**src/rtl/uart_pkg.sv**
```systemverilog
// Shared definitions for the UART baud-rate generator.
//   DEF_DIV_W   : default integer divisor width
//   DEF_OS_RATE : default oversample ticks per baud period (even, >= 2)
//   DEF_FRAC_W  : default fractional divisor width (fractional build only)
//   OS_CNT_W    : width of a counter covering 0..DEF_OS_RATE-1
//   div_t       : integer divisor at the default width
//   frac_t      : fractional divisor at the default width
package uart_pkg;

    localparam int DEF_DIV_W   = 16;
    localparam int DEF_OS_RATE = 16;
    localparam int DEF_FRAC_W  = 4;
    localparam int OS_CNT_W    = $clog2(DEF_OS_RATE);

    typedef logic [DEF_DIV_W-1:0]  div_t;
    typedef logic [DEF_FRAC_W-1:0] frac_t;

endpackage

```
**src/rtl/uart_baud_gen_frac_acc.sv**
```systemverilog
// Fractional-divisor accumulator for uart_baud_gen (built only when
// UART_BAUD_FRAC_EN is defined).
// Adds frac at every oversample boundary; a carry out of the accumulator
// raises stretch, which lengthens the following oversample period by one
// clock. stretch holds until the next boundary.
//   clk_i   : system clock
//   reset_n : asynchronous active-low reset
//   clr     : synchronous clear of accumulator and stretch
//   step    : oversample boundary, advance the accumulator
//   frac    : active fractional divisor
//   stretch : next oversample period is one clock longer
`ifdef UART_BAUD_FRAC_EN
module uart_frac_acc
    import uart_pkg::*;
#(
    parameter int FRAC_W = DEF_FRAC_W
) (
    input  logic              clk_i,
    input  logic              reset_n,
    input  logic              clr,
    input  logic              step,
    input  logic [FRAC_W-1:0] frac,
    output logic              stretch
);

    logic [FRAC_W-1:0] acc;
    logic [FRAC_W:0]   sum;

    assign sum = {1'b0, acc} + {1'b0, frac};

    always_ff @(posedge clk_i or negedge reset_n) begin
        if (!reset_n) begin
            acc     <= '0;
            stretch <= 1'b0;
        end else if (clr) begin
            acc     <= '0;
            stretch <= 1'b0;
        end else if (step) begin
            acc     <= sum[FRAC_W-1:0];
            stretch <= sum[FRAC_W];
        end
    end

endmodule
`endif

```
**src/rtl/uart_baud_gen.sv**
```systemverilog
// Programmable baud-rate generator for the Avalon-slave UART.
// Divides clk_i by a runtime divisor D into a one-cycle oversample tick,
// a baud tick every OS_RATE oversample ticks, and a 50% baud square wave
// whose rising edge sits mid-bit for RX sampling.
// Optional macro UART_BAUD_FRAC_EN: adds a fractional divisor F so the
// average oversample period is D + F/2^FRAC_W clocks.
//   clk_i       : system clock
//   reset_n     : asynchronous active-low reset
//   en_i        : generator enable (level)
//   div_i       : new integer divisor
//   frac_i      : new fractional divisor (ignored without the macro)
//   div_load_i  : one-cycle pulse, capture div_i/frac_i into the shadow
//   os_tick_o   : oversample tick, one cycle wide
//   baud_tick_o : baud tick, coincident with an os_tick_o
//   clk_o       : baud-rate square wave
//   div_err_o   : active divisor is zero
module uart_baud_gen
    import uart_pkg::*;
#(
    parameter int DIV_W   = DEF_DIV_W,
    parameter int OS_RATE = DEF_OS_RATE,
    parameter int FRAC_W  = DEF_FRAC_W
) (
    input  logic              clk_i,
    input  logic              reset_n,
    input  logic              en_i,
    input  logic [DIV_W-1:0]  div_i,
    input  logic [FRAC_W-1:0] frac_i,
    input  logic              div_load_i,
    output logic              os_tick_o,
    output logic              baud_tick_o,
    output logic              clk_o,
    output logic              div_err_o
);

    localparam int CNT_W = $clog2(OS_RATE);
    localparam logic [CNT_W-1:0] BAUD_LAST = CNT_W'(OS_RATE - 1);
    localparam logic [CNT_W-1:0] BAUD_HALF = CNT_W'(OS_RATE / 2);

    logic [DIV_W-1:0] div_act;
    logic [DIV_W-1:0] div_shd;
    logic [DIV_W-1:0] div_nxt;
    logic [DIV_W-1:0] term;
    logic [DIV_W-1:0] os_cnt;
    logic [CNT_W-1:0] baud_cnt;
    logic [CNT_W-1:0] baud_nxt;
    logic             pend;
    logic             run;
    logic             idle;
    logic             boundary;
    logic             apply;
    logic             stretch;

    // idle: generator stopped, either disabled or with no usable divisor.
    // A pending divisor is applied straight away while idle, otherwise only
    // at an oversample boundary so a running period is never cut short.
    assign idle     = !en_i || (div_act == '0);
    assign term     = div_act - DIV_W'(1) + DIV_W'(stretch);
    assign boundary = !idle && run && (os_cnt == term);
    assign apply    = boundary ? (pend || div_load_i) : (idle && pend);
    assign baud_nxt = (baud_cnt == BAUD_LAST) ? '0 : baud_cnt + CNT_W'(1);

    always_comb begin
        div_nxt = div_act;
        if (apply) begin
            div_nxt = (boundary && div_load_i) ? div_i : div_shd;
        end
    end

    always_ff @(posedge clk_i or negedge reset_n) begin
        if (!reset_n) begin
            div_act   <= '0;
            div_shd   <= '0;
            pend      <= 1'b0;
            div_err_o <= 1'b0;
        end else begin
            div_act   <= div_nxt;
            div_err_o <= (div_nxt == '0);
            if (div_load_i) begin
                div_shd <= div_i;
            end
            // A load coinciding with a boundary is consumed by that boundary.
            if (div_load_i && !boundary) begin
                pend <= 1'b1;
            end else if (apply) begin
                pend <= 1'b0;
            end
        end
    end

    // run spends the first enabled cycle idle so that, counting that cycle
    // as edge 0, the first oversample tick lands after edge D.
    always_ff @(posedge clk_i or negedge reset_n) begin
        if (!reset_n) begin
            run         <= 1'b0;
            os_cnt      <= '0;
            baud_cnt    <= '0;
            os_tick_o   <= 1'b0;
            baud_tick_o <= 1'b0;
            clk_o       <= 1'b0;
        end else if (idle) begin
            run         <= 1'b0;
            os_cnt      <= '0;
            baud_cnt    <= '0;
            os_tick_o   <= 1'b0;
            baud_tick_o <= 1'b0;
            clk_o       <= 1'b0;
        end else if (!run) begin
            run         <= 1'b1;
            os_tick_o   <= 1'b0;
            baud_tick_o <= 1'b0;
        end else begin
            os_tick_o   <= boundary;
            baud_tick_o <= boundary && (baud_cnt == BAUD_LAST);
            if (boundary) begin
                os_cnt   <= '0;
                baud_cnt <= baud_nxt;
                clk_o    <= (baud_nxt >= BAUD_HALF);
            end else begin
                os_cnt   <= os_cnt + DIV_W'(1);
            end
        end
    end

`ifdef UART_BAUD_FRAC_EN
    logic [FRAC_W-1:0] frac_act;
    logic [FRAC_W-1:0] frac_shd;

    always_ff @(posedge clk_i or negedge reset_n) begin
        if (!reset_n) begin
            frac_act <= '0;
            frac_shd <= '0;
        end else begin
            if (div_load_i) begin
                frac_shd <= frac_i;
            end
            if (apply) begin
                frac_act <= (boundary && div_load_i) ? frac_i : frac_shd;
            end
        end
    end

    uart_frac_acc #(
        .FRAC_W (FRAC_W)
    ) u_frac_acc (
        .clk_i   (clk_i),
        .reset_n (reset_n),
        .clr     (idle || apply),
        .step    (boundary),
        .frac    (frac_act),
        .stretch (stretch)
    );
`else
    logic unused_frac;
    assign unused_frac = ^frac_i;
    assign stretch     = 1'b0;
`endif

endmodule

```
**config.mk**
```make
export PLATFORM = sky130hd
export DESIGN_NAME = uart_baud_gen
export DESIGN_NICKNAME = d
export VERILOG_FILES = /design/src/rtl/uart_pkg.sv /design/src/rtl/uart_baud_gen_frac_acc.sv /design/src/rtl/uart_baud_gen.sv
export SDC_FILE = /design/constraint.sdc
export NUM_CORES = 1
export LEC_CHECK = 0
export BUFFER_PORTS_ARGS = -buffer_cell sky130_fd_sc_hd__buf_4
export CAP_MARGIN = 20
export CORE_AREA = 4 4 116 63
export CTS_CLUSTER_DIAMETER = 80
export DETAILED_ROUTE_END_ITERATION = 10
export DIE_AREA = 0 0 120 67
export PLACE_DENSITY_LB_ADDON = 0.3
export REMOVE_ABC_BUFFERS = 1
export SYNTH_ARGS = -nofsm -noshare
export SYNTH_HDL_FRONTEND = slang
export SYNTH_SLANG_ARGS = --single-unit
```
**constraint.sdc**
```tcl
create_clock -name clk_i -period 4.64 [get_ports clk_i]
set_input_delay 0.928 -clock clk_i [delete_from_list [all_inputs] [get_ports clk_i]]
set_output_delay 0.928 -clock clk_i [all_outputs]
set_load 0.05 [all_outputs]
```
==> impl_metrics.ini <==
[critical_path]
worstPathRequired_ps = 4880
startpoint_type = register
r2r-start = div_act[0]
cp.arrival_ps = 4450
reg2reg_slack_ps = 430
worstRegToRegCells = 12
worstSetupPathType = reg2reg
crit_fanout = 14
endpoint_kind = register
timing.rr.end = div_err_o

[min_path]
min_path_type = reg2reg
hp-start = div_shd[1]
hold_end = div_shd[1]
min_path_cells = 1

[clocking]
clk_path_buf_depth = 2
clk_transition_reported_paths_ps = 50
cts_setup_buffers = 0
cts_resized = 0
h-tree-depth = 3
root_buffer = clkbuf_16
cts-buffers-inserted = 9
tritoncts = yes
clkSinkCount = 58
cts_hold_buf = 0
insertion_delay_ps = 340

[finish]
design_area_um2 = 3980
fin_nets = 407
multiInputGateArea_um2 = 1810
fillCellCount = 545
syn_to_final_growth_pct = 17.8
drive_gt1_frac = 0.180
num_antenna_cells = 0
layout_common_cells = dfrtp_1 (58), nor2_1 (38), buf_4 (28)
layout_commonest_cell = dfrtp_1
seqCellArea_um2 = 1450

[timing]
setup_tns_ps = 0
fmax_ghz = 0.238
skew_ps = 5.79
maxSlewViolCount = 0
final.min_clock_period_ps = 4210
worst_pin_slew_ps = 836
finalCritPeriodShare = 0.907
setup_ws_ps = 432
rsz0062_at_grt = false
slew_headroom = 0.443
hold_viol = 0
setup_viol = 0

[placement]
pre_cts_slack_ps = 546
place_congestion = 0.916
io_buffers = 23
dp_hpwl_mm = 5.96
placed_area_um2 = 3640

[yosys]
syn_area_per_cell_um2 = 9.51
synth_top_cell_by_area = dfrtp_1
ys_warn_count = 0
synthTopCellsByArea = dfrtp_1 (43%), xor2_1 (5.2%), nor2_1 (4.2%)
ys.flop_type = dfrtp_1
synth-edff-count = 0
ys_seq_area_frac = 0.430
ys_seq_elements = 58
synthCells = 355
synth_top_area_share = 0.430
synthDistinctLibCells = 55
ys_async_sr_fraction = 1.00
syn_area_um2 = 3380

[global_routing]
grt.overflow.total = 0
antenna_found_initial = 0
use_met3 = 0.0933
grt_util_met2 = 0.300
grt_first_pass_wirelength_mm = 13.7
busiest_layer = met1
grt_pass1_vias = 2635
grt_use_total = 0.229
grt_max_degree = 59
use_met1 = 0.328

[drt]
ant_nets = 0
wirelength_mm = 8.19
dr.first_iter.drc_count = 229
post_drt_via_cell_ratio = 5.83
drt_first_pass_iters = 5
wl_per_cell_um = 17.2
num_vias = 2774
drc = 0

[floorplanning]
io_pins = 28
fp.dieH_um = 67
dieArea_um2 = 8040
fp-row-count = 21
fp.dieW_um = 120
coreArea_um2 = 6380
start_util = 0.529

[power_and_ir_drop]
p_leak_nw = 1.75
ir_worst_vdd_v = 0.000232
p_per_area_nw_per_um2 = 405
power_w = 0.00161

[flow_run]
max-cap-violations = 0

[outcome]
status = completed
[per-stage QoR]
step	instances	hold WS (ps)	util
6_report	476	510	0.623
5_1_grt	476	537	0.623
4_1_cts	476	513	0.623
3_5_place_dp	460	502	0.570
3_3_place_gp	460	494	0.570
2_1_floorplan	340	480	-
[logic make-up after synthesis]
family          Yosys count  synth area share
compound gates           67             0.130
xor+xnor                 31            0.0804
fa+ha+maj                 4            0.0148
buf+inv                  28            0.0330
flops                    58             0.430
mux                      24            0.0763
simple gates            143             0.236
[sequential cells by signal, indices dropped and copies added, names as in the netlist]
| name | cells |
|---|---|
| div_err_o | 1 |
| div_act | 16 |
| os_cnt | 16 |
| baud_cnt | 4 |
| clk_o | 1 |
| run | 1 |
| pend | 1 |
| os_tick_o | 1 |
| baud_tick_o | 1 |
| div_shd | 16 |
[Yosys cell counts (2+ instances only)]
library cell,count
and2_1,6
buf_2,5
and3_1,8
o21a_1,2
nor3b_1,2
o21ai_0,17
a2111oi_0,2
inv_1,13
nor2b_1,3
a21boi_0,2
nand2b_1,7
xor2_1,20
or4_1,2
a21oi_1,18
nor4b_1,3
nor4_1,4
dfrtp_1,58
nor4_4,2
ha_1,4
mux2i_1,13
or2_2,5
nand3_1,14
xnor2_1,11
clkbuf_1,9
a21o_1,2
mux2_2,10
nor2_1,38
nand3b_1,4
nand4_1,7
a22oi_1,2
and4_1,2
nand2_1,25
o211ai_1,8
nor3_1,5
o31ai_1,2
[area by class of cell]
type                       count  area share
clock inverter                 4      0.0182
tap                           92      0.0289
multi-input combinational    269       0.456
inverter                      13      0.0123
clock buffer                  12      0.0670
sequential                    58       0.365
timing repair buffer          28      0.0528
[power breakdown]
| group | switching [W] | internal (W) |
|---|---|---|
| registers | 0.0000702 | 0.000548 |
| clock network | 0.000231 | 0.000512 |
| logic | 0.000138 | 0.000111 |
[critical path: stages (launching register included)]
cell and delay, ps:
dfrtp_1 440, inv_1 110, ha_1 320, nor3b_2 480, a31oi_1 210, a311oi_1 420
a221o_1 260, nor4_4 60, o21ai_2 650, mux2i_1 260, a21oi_1 90, or4_1 550
nor4b_2 250
[routing by layer]
layer,vias to the layer above,part of all wire
met4,0,0.016
met1,1342,0.49
li1,1318,-
met5,-,0
met2,100,0.39
met3,14,0.10
[how the worst max path moves through the flow]
stage | from | end | slack [ps]
6_report | div_act[0] | div_err_o | 430
3_3_place_gp | div_act[0] | div_err_o | 650
3_5_place_dp | div_act[0] | div_err_o | 550
5_1_grt | div_act[0] | div_err_o | 190
2_1_floorplan | div_act[0] | div_err_o | 840
4_1_cts | div_act[0] | div_err_o | 520
No activity file was read; power rests on OpenSTA's default activity.
